**src/rtl/vga_timing_gen_if.sv**
```systemverilog
// Pixel-timing bundle driven by vga_timing_gen toward a pixel/tile renderer.
interface vga_timing_gen_if;
  logic       pix_en;
  logic       hsync;
  logic       vsync;
  logic       video_on;
  logic [9:0] pix_x;
  logic [9:0] pix_y;
  logic [6:0] tile_col;
  logic [5:0] tile_row;
  logic [2:0] tile_px;
  logic [2:0] tile_py;
  logic       frame_start;

  modport master (
    output pix_en, hsync, vsync, video_on, pix_x, pix_y,
           tile_col, tile_row, tile_px, tile_py, frame_start
  );

  modport slave (
    input  pix_en, hsync, vsync, video_on, pix_x, pix_y,
           tile_col, tile_row, tile_px, tile_py, frame_start
  );
endinterface

```
**src/rtl/vga_timing_gen.sv**
```systemverilog
// VGA raster timing generator: a clock divider produces the pixel strobe.
// Horizontal and vertical counters step on that strobe.
// Sync, blanking, position and tile coordinates are registered from the counter pair.
module vga_timing_gen #(
  parameter int unsigned H_ACTIVE = 640,
  parameter int unsigned H_FP     = 16,
  parameter int unsigned H_SYNC   = 96,
  parameter int unsigned H_BP     = 48,
  parameter int unsigned V_ACTIVE = 480,
  parameter int unsigned V_FP     = 10,
  parameter int unsigned V_SYNC   = 2,
  parameter int unsigned V_BP     = 33,
  parameter int unsigned CLK_DIV  = 2,
  parameter bit          SYNC_POL = 1'b0
) (
  input  logic               clk,
  input  logic               rst,
  vga_timing_gen_if.master   vga_o
);

  localparam logic [9:0] H_LAST   = 10'(H_ACTIVE + H_FP + H_SYNC + H_BP - 1);
  localparam logic [9:0] V_LAST   = 10'(V_ACTIVE + V_FP + V_SYNC + V_BP - 1);
  localparam logic [9:0] H_ACT    = 10'(H_ACTIVE);
  localparam logic [9:0] V_ACT    = 10'(V_ACTIVE);
  localparam logic [9:0] HS_FIRST = 10'(H_ACTIVE + H_FP);
  localparam logic [9:0] HS_LAST  = 10'(H_ACTIVE + H_FP + H_SYNC - 1);
  localparam logic [9:0] VS_FIRST = 10'(V_ACTIVE + V_FP);
  localparam logic [9:0] VS_LAST  = 10'(V_ACTIVE + V_FP + V_SYNC - 1);

  localparam int unsigned      DIV_W    = (CLK_DIV > 1) ? $clog2(CLK_DIV) : 1;
  localparam logic [DIV_W-1:0] DIV_LAST = DIV_W'(CLK_DIV - 1);
  localparam logic [DIV_W-1:0] DIV_ONE  = DIV_W'(1);

  logic [DIV_W-1:0] div_q, div_d;
  logic [9:0]       h_q, h_d;
  logic [9:0]       v_q, v_d;
  logic             tick;
  logic             h_wrap;
  logic             v_wrap;

  logic [9:0]       pix_x_q;
  logic [9:0]       pix_y_q;
  logic             hsync_q;
  logic             vsync_q;
  logic             video_on_q;
  logic             frame_start_q;

  // Next-state for divider and raster counters; counters only move on the pixel strobe.
  always_comb begin
    // NOTE: every signal gets a default first so no path leaves it unassigned (no latch).
    div_d  = div_q;
    h_d    = h_q;
    v_d    = v_q;
    tick   = (div_q == DIV_LAST);
    h_wrap = (h_q == H_LAST);
    v_wrap = (v_q == V_LAST);
    div_d  = tick ? '0 : div_q + DIV_ONE;
    if (tick) begin
      h_d = h_wrap ? '0 : h_q + 10'd1;
      if (h_wrap) begin
        v_d = v_wrap ? '0 : v_q + 10'd1;
      end
    end
  end

  // Divider and raster counter state.
  always_ff @(posedge clk or posedge rst) begin
    if (rst) begin
      div_q <= '0;
      h_q   <= '0;
      v_q   <= '0;
    end else begin
      // NOTE: non-blocking assignments so every flop samples pre-edge values.
      div_q <= div_d;
      h_q   <= h_d;
      v_q   <= v_d;
    end
  end

  // Registered outputs: on each strobe capture the decode of the pixel being left behind.
  always_ff @(posedge clk or posedge rst) begin
    if (rst) begin
      pix_x_q       <= '0;
      pix_y_q       <= '0;
      hsync_q       <= ~SYNC_POL;
      vsync_q       <= ~SYNC_POL;
      video_on_q    <= 1'b0;
      frame_start_q <= 1'b0;
    end else begin
      if (tick) begin
        pix_x_q    <= h_q;
        pix_y_q    <= v_q;
        video_on_q <= (h_q < H_ACT) && (v_q < V_ACT);
        hsync_q    <= ((h_q >= HS_FIRST) && (h_q <= HS_LAST)) ? SYNC_POL : ~SYNC_POL;
        vsync_q    <= ((v_q >= VS_FIRST) && (v_q <= VS_LAST)) ? SYNC_POL : ~SYNC_POL;
      end
      frame_start_q <= tick && (h_q == '0) && (v_q == '0);
    end
  end

  // The strobe is masked by reset so CLK_DIV=1 still reads low while held in reset.
  assign vga_o.pix_en      = tick & ~rst;
  assign vga_o.hsync       = hsync_q;
  assign vga_o.vsync       = vsync_q;
  assign vga_o.video_on    = video_on_q;
  assign vga_o.pix_x       = pix_x_q;
  assign vga_o.pix_y       = pix_y_q;
  assign vga_o.tile_col    = pix_x_q[9:3];
  assign vga_o.tile_row    = pix_y_q[8:3];
  assign vga_o.tile_px     = pix_x_q[2:0];
  assign vga_o.tile_py     = pix_y_q[2:0];
  assign vga_o.frame_start = frame_start_q;

endmodule

```
**src/flat_wrapper.sv**
```systemverilog
// flat-port wrapper written by rule: the top's interface ports become plain ports
module vga_timing_gen_flat 
#(
  parameter int unsigned H_ACTIVE = 640,
  parameter int unsigned H_FP     = 16,
  parameter int unsigned H_SYNC   = 96,
  parameter int unsigned H_BP     = 48,
  parameter int unsigned V_ACTIVE = 480,
  parameter int unsigned V_FP     = 10,
  parameter int unsigned V_SYNC   = 2,
  parameter int unsigned V_BP     = 33,
  parameter int unsigned CLK_DIV  = 2,
  parameter bit          SYNC_POL = 1'b0
)
  (clk, rst, vga_o_pix_en, vga_o_hsync, vga_o_vsync, vga_o_video_on, vga_o_pix_x, vga_o_pix_y, vga_o_tile_col, vga_o_tile_row, vga_o_tile_px, vga_o_tile_py, vga_o_frame_start);
  vga_timing_gen_if vga_o_i ();
  input  logic clk;
  input  logic rst;
  output wire logic [$bits(vga_o_i.pix_en)-1:0] vga_o_pix_en;
  output wire logic [$bits(vga_o_i.hsync)-1:0] vga_o_hsync;
  output wire logic [$bits(vga_o_i.vsync)-1:0] vga_o_vsync;
  output wire logic [$bits(vga_o_i.video_on)-1:0] vga_o_video_on;
  output wire logic [$bits(vga_o_i.pix_x)-1:0] vga_o_pix_x;
  output wire logic [$bits(vga_o_i.pix_y)-1:0] vga_o_pix_y;
  output wire logic [$bits(vga_o_i.tile_col)-1:0] vga_o_tile_col;
  output wire logic [$bits(vga_o_i.tile_row)-1:0] vga_o_tile_row;
  output wire logic [$bits(vga_o_i.tile_px)-1:0] vga_o_tile_px;
  output wire logic [$bits(vga_o_i.tile_py)-1:0] vga_o_tile_py;
  output wire logic [$bits(vga_o_i.frame_start)-1:0] vga_o_frame_start;
  assign vga_o_pix_en = vga_o_i.pix_en;
  assign vga_o_hsync = vga_o_i.hsync;
  assign vga_o_vsync = vga_o_i.vsync;
  assign vga_o_video_on = vga_o_i.video_on;
  assign vga_o_pix_x = vga_o_i.pix_x;
  assign vga_o_pix_y = vga_o_i.pix_y;
  assign vga_o_tile_col = vga_o_i.tile_col;
  assign vga_o_tile_row = vga_o_i.tile_row;
  assign vga_o_tile_px = vga_o_i.tile_px;
  assign vga_o_tile_py = vga_o_i.tile_py;
  assign vga_o_frame_start = vga_o_i.frame_start;
  vga_timing_gen #(.H_ACTIVE(H_ACTIVE), .H_FP(H_FP), .H_SYNC(H_SYNC), .H_BP(H_BP), .V_ACTIVE(V_ACTIVE), .V_FP(V_FP), .V_SYNC(V_SYNC), .V_BP(V_BP), .CLK_DIV(CLK_DIV), .SYNC_POL(SYNC_POL)) u_core (.clk(clk), .rst(rst), .vga_o(vga_o_i));
endmodule
```
**config.mk**
```make
export PLATFORM = sky130hd
export DESIGN_NAME = vga_timing_gen_flat
export DESIGN_NICKNAME = d
export VERILOG_FILES = /design/src/rtl/vga_timing_gen_if.sv /design/src/rtl/vga_timing_gen.sv /design/src/flat_wrapper.sv
export SDC_FILE = /design/constraint.sdc
export NUM_CORES = 1
export LEC_CHECK = 0
export CAP_MARGIN = 20
export CORE_MARGIN = 2
export CORE_UTILIZATION = 30
export DETAILED_ROUTE_END_ITERATION = 10
export GPL_ROUTABILITY_DRIVEN = 0
export SLEW_MARGIN = 20
export SYNTH_ARGS = -nofsm -noshare
export SYNTH_HDL_FRONTEND = slang
export SYNTH_SLANG_ARGS = --single-unit
```
**constraint.sdc**
```tcl
create_clock -name clk -period 2.2 [get_ports clk]
set_input_delay 0.44 -clock clk [delete_from_list [all_inputs] [get_ports clk]]
set_output_delay 0.44 -clock clk [all_outputs]
set_load 0.05 [all_outputs]
```
# After elaboration in Yosys (flattened, before gate mapping)
# Cells that the tools add are included.
[totals]
reg_bits = 45
out_inout_bits = 44
input_bits = 2
elab_cells = 35
[op_classes]
bitwise_logic = 2
eq_ne = 2
muxes = 5
add_sub_neg = 3
magnitude_cmp = 6
reduce_logical = 8
[op_table]
columns = ["operator", "n"]
rows = [
  ["adder 10 x 1 -> 10 bit (second input constant)", 2],
  ["equality test 10 bit (second input constant)", 2],
  ["zero test 10 bit", 2],
  ["two-way mux 10 bit", 2],
  ["greater-or-equal comparator 10 bit (second input constant)", 1],
  ["greater-or-equal comparator 10 x 9 -> 1 bit (second input constant)", 1],
  ["less-or-equal comparator 10 bit (second input constant)", 1],
  ["less-or-equal comparator 10 x 9 -> 1 bit (second input constant)", 1],
  ["less-than comparator 10 bit (second input constant)", 1],
  ["less-than comparator 10 x 9 -> 1 bit (second input constant)", 1],
  ["logical AND 1 bit", 5],
  ["two-way mux 1 bit", 3],
  ["AND reduction 2 bit", 1],
  ["adder 1 bit (second input constant)", 1],
  ["bitwise AND 1 bit", 1],
  ["NOT 1 bit", 1],
]

# Depth between registers and ports, before layout
# Gate-level depths: netlist of the first run.
[depth]
word_depth = 3
ltp_mapped = 6
mapped_depth_nobuf = 6

# Worst setup path after synthesis of the first run
# Ideal clock, no wire load.
[synth_path]
path_kind = "reg-to-reg"
start = "register u_core.h_q[5]"
end = "register u_core.v_q[8]"
setup_time_ns = 0.079
stages_incl_launch_ff = 7
required_time_ns = 2.121
arrival_ns = 1.976
synth_period_minus_slack_ns = 2.055
path_buffers = 2
setup_slack_ns = 0.145
cell_sequence = "dfrtp_1 -> buf_6 -> or4b_4 -> or3_1 -> buf_6 -> nor4_1 -> xor2_1"
[synth_between]
elab_chain_cells = 2
[synth_rtl]
columns = ["item", "line", "text"]
rows = [
  ["start, declared", "vga_timing_gen.sv:35", "logic [9:0] h_q, h_d;"],
  ["start signal, assigned", "vga_timing_gen.sv:70", "h_q <= '0;"],
  ["start signal, assigned", "vga_timing_gen.sv:75", "h_q <= h_d;"],
  ["equality test 10 bit", "vga_timing_gen.sv:55", "h_wrap = (h_q == H_LAST);"],
  ["AND reduction 2 bit (no source line)", "--", ""],
  ["end signal, assigned", "vga_timing_gen.sv:76", "v_q <= v_d;"],
  ["end, declared", "vga_timing_gen.sv:36", "logic [9:0] v_q, v_d;"],
]
# No other way between the ends.
# A chain may end at the register's enable or synchronous reset.

# Final worst setup path of the first run
[layout_path]
start = "register u_core.h_q[5]"
end = "register u_core.v_q[7]"
# The elaborated chain is that of the path after synthesis.

==> impl_metrics.ini, run 1 <==
[clock_network]
htree_levels = 2
clk_pin_slew_worst_paths_ps = 90
cts_tree = built
clk_path_buf_depth = 2
cts_setup_buffers = 0
cts.sinks = 45
root_buffer = clkbuf_8
worstSkewPairLatency_ps = 300
cts-buffers-inserted = 5

[final_layout]
fill_cells = 749
diodes = 0
layout.nets = 241
synthToLayoutAreaGrowth_pct = 25.1
drive_gt1_share_pct = 19.6
fin_cells = 334

[floorplan]
ios = 46
initial_core_util_pct = 30.9
die_height_um = 90.1
rows = 31
coreArea_um2 = 7210
dieArea_um2 = 8120
dieWidth_um = 90.1

[route]
ant_nets = 0
viasPerCell = 4.58
drt_iter0_markers = 97
routed_wl_um = 4570
via_count = 1530
routedWlPerCell_um = 13.7
drtPass1Iterations = 4
drc = 0

[pwr]
share_comb_of_total_power_pct = 2.1
irDropWorstVdd_uv = 292
power_mw = 1.47
p_leak_nw = 1.22
internal-power_mw = 1.17
powerDensity_nw_per_um2 = 528
p_switching_uw = 299
power.sequential.fraction_pct = 56.2
pwr-share-clk_pct = 41.8
switching_share_pct = 20.3

[synth]
netlist_instances = 200
synth-xor-area-share_pct = 3.93
synth_top_family_by_area = simple AND/OR/NAND/NOR gates
synth_fa_ha_area_share_pct = 2.81
avgSynthCellArea_um2 = 11.1
yosysWarnings = 0
synth-seq-area-share_pct = 50.7
synth.cell_area_um2 = 2230
synth_compound_area_share_pct = 5.06
synth_cell_types = 36
synth_mux_area_share_pct = 11.0
yosys.area_share.simple_pct = 15.1
synth_nets = 207
synth-seq-cells = 45

[sta]
report.final.slew_viol_count = 0
slew_headroom_pct = 59.7
rsz0062_at_grt = false
worst_slew_pin_slew_ps = 596
finalCritPeriodShare_pct = 95.5
fin_skew_ps = 7.74
hold_viol_final = 0
period_needed_ps = 2100
tns_ps = 0
finalHoldWorstSlack_ps = 501
fmax_mhz = 476
final-setup-viol-count = 0

[worst_setup_path]
worstPathArrival_ps = 2330
crit_path_end_kind = flip-flop
required_ps = 2430
critPathLaunchType = flip-flop
critPathKind = flip-flop to flip-flop
cp_max_fo = 8

[global_route]
grt_pass1_vias = 1575
grt_first_pass_wirelength_um = 8080
grt_max_degree = 46
grtUsageTotal_pct = 12.3
antenna_found_initial = 0
globalRoute.totalOverflow = 0

[flow_run]
cap_violations = 0

[placed_design]
numPortBuffers = 45
dp_hpwl_um = 3150
placed_cells = 326

[min_path]
hold_class = flip-flop to flip-flop

[status]
status = finished clean
[cells by family (layout without fill, tap and decap cells)]
| family | count (synthesis) | after routing |
|---|---|---|
| AND/OR/NAND/NOR | 63 | 63 |
| flip-flops | 45 | 45 |
| buffers and inverters | 36 | 71 |
| multiplexers | 22 | 22 |
| AO/OA/AOI/OAI | 19 | 19 |
| XOR/XNOR | 10 | 10 |
| adder cells (fa/ha/maj) | 5 | 5 |
[timing repair]
action,in CTS,in global routing
resized for setup,0,1
hold buffers,0,0
setup endpoints to repair,0,1
[layer usage]
metal  part of all wire, %  GRT usage, %
met1                    52          18.3
met2                    42          17.0
met3                   4.8          3.69
met4                   1.4          3.72
met5                     0             0
[critical path: stages (launching register included)]
cell	delay, ps
dfrtp_1	390
or4b_4	570
or3_1	510
nor4_1	370
xor2_1	180
[registers in the layout, summed over array words and instances (netlist names)]
signal and cells:
u_core.div_q 1, u_core.vga_o.video_on 1, u_core.vga_o.vsync 1, u_core.vga_o.pix_y 10
u_core.h_q 10, u_core.vga_o.hsync 1, u_core.v_q 10, u_core.vga_o.pix_x 10
u_core.vga_o.frame_start 1
[power by group through the flow]
| stage | clock network [mW] | logic [mW] | registers (mW) |
|---|---|---|---|
| 4_1_cts | 0.631 | 0.0322 | 0.826 |
| 6_report | 0.615 | 0.0303 | 0.826 |
| 3_5_place_dp | 0 | 0.0322 | 0.843 |
| 5_1_grt | 0.677 | 0.0345 | 0.827 |
| 3_3_place_gp | 0 | 0.0318 | 0.843 |
| 2_1_floorplan | 0 | 0.0160 | 0.843 |
[worst paths after layout]
path | from | to | slack, ps | cells after the start
setup / recovery | u_core.h_q[5] | u_core.v_q[7] | 100 | 4
hold / removal | u_core.vga_o.vsync | u_core.vga_o.vsync | 500 | 2
setup reg to reg | u_core.h_q[5] | u_core.v_q[7] | 100 | 4
hold reg to reg | u_core.vga_o.vsync | u_core.vga_o.vsync | 500 | 2
max in group asynchronous | rst | u_core.vga_o.vsync | 1430 | 3
min in group asynchronous | rst | u_core.vga_o.video_on | 510 | 3
[cell usage in the layout (no fill, tap or decap), drive strengths merged, types with 4 or more instances in the layout]
cell           instances
clkdlybuf4s50         44
dfrtp                 43
mux2                  20
nand2                 14
nor2                  11
buf                   11
o21ai                  9
inv                    7
nand4                  7
nand3                  7
xor2                   7
nor4                   6
nor3                   6
clkbuf                 6
ha                     5
and3                   4
[synthesized netlist by cell type]
cell type   n  area [um2]
xnor2_1     3        26.3
nand2_1    14        52.6
and3_2      1        7.51
nor3_1      5        25.0
ha_1        5        62.6
xor2_1      7        61.3
or3_1       3        18.8
nor2_1     11        41.3
clkbuf_2    1        5.00
buf_1       2        7.51
nor3b_1     1        7.51
o31ai_1     1        7.51
nand2b_1    1        6.26
nor4_1      6        37.5
a31oi_1     3        18.8
mux2i_1     2        20.0
and3_1      3        18.8
inv_1       8        30.0
clkbuf_8    3        41.3
nand4_1     7        43.8
mux2_2     20         225
dfrtp_1    43        1080
o21ba_2     1        10.0
and4_2      1        10.0
nand3_1     7        35.0
or4b_4      1        13.8
buf_6       2        22.5
nor4b_1     1        8.76
dfstp_2     2        52.6
a32o_1      1        10.0
o22ai_1     1        6.26
a21oi_1     3        15.0
clkbuf_1    1        3.75
o21ai_0     9        45.0
buf_4      19         143
nor3_2      1        10.0
[cell type report]
class / count / area [um2] / share of cell area [%]
Timing Repair Buffer: 55 / 548 / 19.7
Multi-Input combinational cell: 119 / 845 / 30.3
Inverter: 8 / 30.0 / 1.08
Clock inverter: 2 / 35.0 / 1.26
Sequential cell: 45 / 1130 / 40.6
Tap cell: 99 / 124 / 4.45
Clock buffer: 6 / 72.6 / 2.61
[metrics by stage]
stage	utilization, %	instance area (um2)	worst slack [ps]
2_1_floorplan	-	2230	145
3_3_place_gp	37.1	2680	178
3_5_place_dp	37.1	2680	108
4_1_cts	38.6	2780	82.6
5_1_grt	38.6	2780	36.1
6_report	38.6	2780	98.1
No activity file was read; power rests on OpenSTA's default activity.
==> inputs of run 2 (changes only) <==
GPL_TIMING_DRIVEN = 0   (was default)
PLACE_DENSITY = 0.61   (was default)
SLEW_MARGIN = default   (was 20)
==> impl_metrics.ini, run 2 (synthesis gave the netlist of run 1 again) <==
[status]
status = finished clean

[worst_setup_path]
worstPathArrival_ps = 2360
reg2reg_from = u_core.h_q[5]
setup.reg_to_reg.worst_slack_ps = 70
crit_path_end_kind = flip-flop
r2r_cells = 6
crit_top_cell = buf_6
cp_max_fo = 9
worst_path_max_delay_cell = or4b_4
r2r-end = u_core.v_q[8]
critPathKind = flip-flop to flip-flop
cp_slowest_stage_delay_ps = 560
critPathLaunchType = flip-flop
required_ps = 2430
cp_cell_sequence = buf_6 -> or4b_4 -> or3_4 -> buf_6 -> nor4_4 -> xor2_1

[floorplan]
die_height_um = 90.1
dieWidth_um = 90.1
ios = 46
initial_core_util_pct = 30.9
rows = 31
coreArea_um2 = 7210
dieArea_um2 = 8120

[pwr]
power.sequential.fraction_pct = 60.0
pwr-share-clk_pct = 38.0
share_comb_of_total_power_pct = 2.0
irDropWorstVdd_uv = 185
powerDensity_nw_per_um2 = 467
p_leak_nw = 1.35
switching_share_pct = 20.9
p_switching_uw = 287
internal-power_mw = 1.09

[global_route]
grt_use_met3_pct = 2.93
grt_max_degree = 35
gr-usage-met1_pct = 16.3
grt_busiest_layer = met2
grt_first_pass_wirelength_um = 7640
antenna_found_initial = 0
globalRoute.totalOverflow = 0
grt_pass1_vias = 1546
grtUsageTotal_pct = 11.6
grt_use_met2_pct = 17.1

[sta]
period_needed_ps = 2130
rsz0062_at_grt = true
fin_skew_ps = 11.7
slew_headroom_pct = 56.5
fmax_mhz = 469
worst_slew_pin_slew_ps = 650
hold_viol_final = 0
final-setup-viol-count = 0
finalCritPeriodShare_pct = 97.0
report.final.slew_viol_count = 0

[clock_network]
root_buffer = clkbuf_8
clk_pin_slew_worst_paths_ps = 90
ctsHoldBuffers = 0
clk_path_buf_depth = 2
cts-buffers-inserted = 5
cts_setup_buffers = 0
cts_tree = built
htree_levels = 2
worstSkewPairLatency_ps = 300
cts.sinks = 45

[flow_run]
cap_violations = 0

[route]
drtPass1Iterations = 4
drt_iter0_markers = 45
drc = 0
routedWlPerCell_um = 12.6
viasPerCell = 4.62
via_count = 1626
ant_nets = 0
routed_wl_um = 4420

[final_layout]
layout.nets = 259
final_cell_mix = 44 x clkdlybuf4s50_1, 43 x dfrtp_1, 20 x mux2_2
final_common_cell = clkdlybuf4s50_1
stdcell_area_um2 = 2950
synthToLayoutAreaGrowth_pct = 32.3
diodes = 0
drive_gt1_share_pct = 24.9
fin_util_pct = 40.8

[min_path]
hold_class = input pin to asynchronous set/reset pin

[placed_design]
place_area_um2 = 2820
dp_hpwl_um = 3100
numPortBuffers = 45
## run 2: through the flow
step / power, mW / setup TNS, ps / hold slack, ps / setup WS, ps / std cells
after floorplan: 0.859 / 0 / 479 / 145 / 200
after CTS: 1.40 / 0 / 419 / 42.7 / 353
after global placement: 0.867 / -9890 / 498 / -232 / 344
after detailed placement: 0.872 / -12.9 / 494 / -12.9 / 345
final: 1.38 / 0 / 422 / 66.9 / 352
after global routing: 1.44 / -26.9 / 452 / -14.3 / 352
## run 2: cell type report
class,instances,area [um2]
plain buffers,27,218
clock buffers,8,90.1
fillers,749,4270
inverters,8,30.0
multi-input cells,119,886
flip-flops and latches,45,1130
well taps,99,124
repair buffers,46,469
## run 2: critical path, delay by kind of cell, from the launching register on
| kind | cells | cell delay [ps] |
|---|---|---|
| flops | 1 | 380 |
| buf+inv | 2 | 280 |
| xor+xnor | 1 | 180 |
| simple gates | 3 | 1230 |
## run 2: worst max path at each step
stage | startpoint | endpoint | slack (ps)
floorplan | u_core.h_q[5] | u_core.v_q[8] | 140
global placement | rst | u_core.vga_o.pix_x[4] | -230
detailed placement | rst | vga_o_pix_en | -10
CTS | u_core.h_q[6] | u_core.v_q[8] | 40
global route | u_core.h_q[5] | u_core.v_q[8] | -10
finish | u_core.h_q[5] | u_core.v_q[8] | 70
## run 2: routing by layer
layer	wire, um	part of all wire [%]
met5	0	0
met3	213	4.8
met4	65	1.5
met1	2160	49
met2	1990	45
## run 2: timing repair
item                       CTS  global route
setup endpoints to repair    2             5
resized for setup            2             5
pin swaps                    0             0
## run 2: power groups by stage
stage / Sequential (mW) / Combinational (mW) / Clock (mW)
finish: 0.827 / 0.0270 / 0.523
global route: 0.827 / 0.0315 / 0.578
CTS: 0.826 / 0.0288 / 0.546
detailed placement: 0.843 / 0.0294 / 0
global placement: 0.843 / 0.0243 / 0
floorplan: 0.843 / 0.0160 / 0
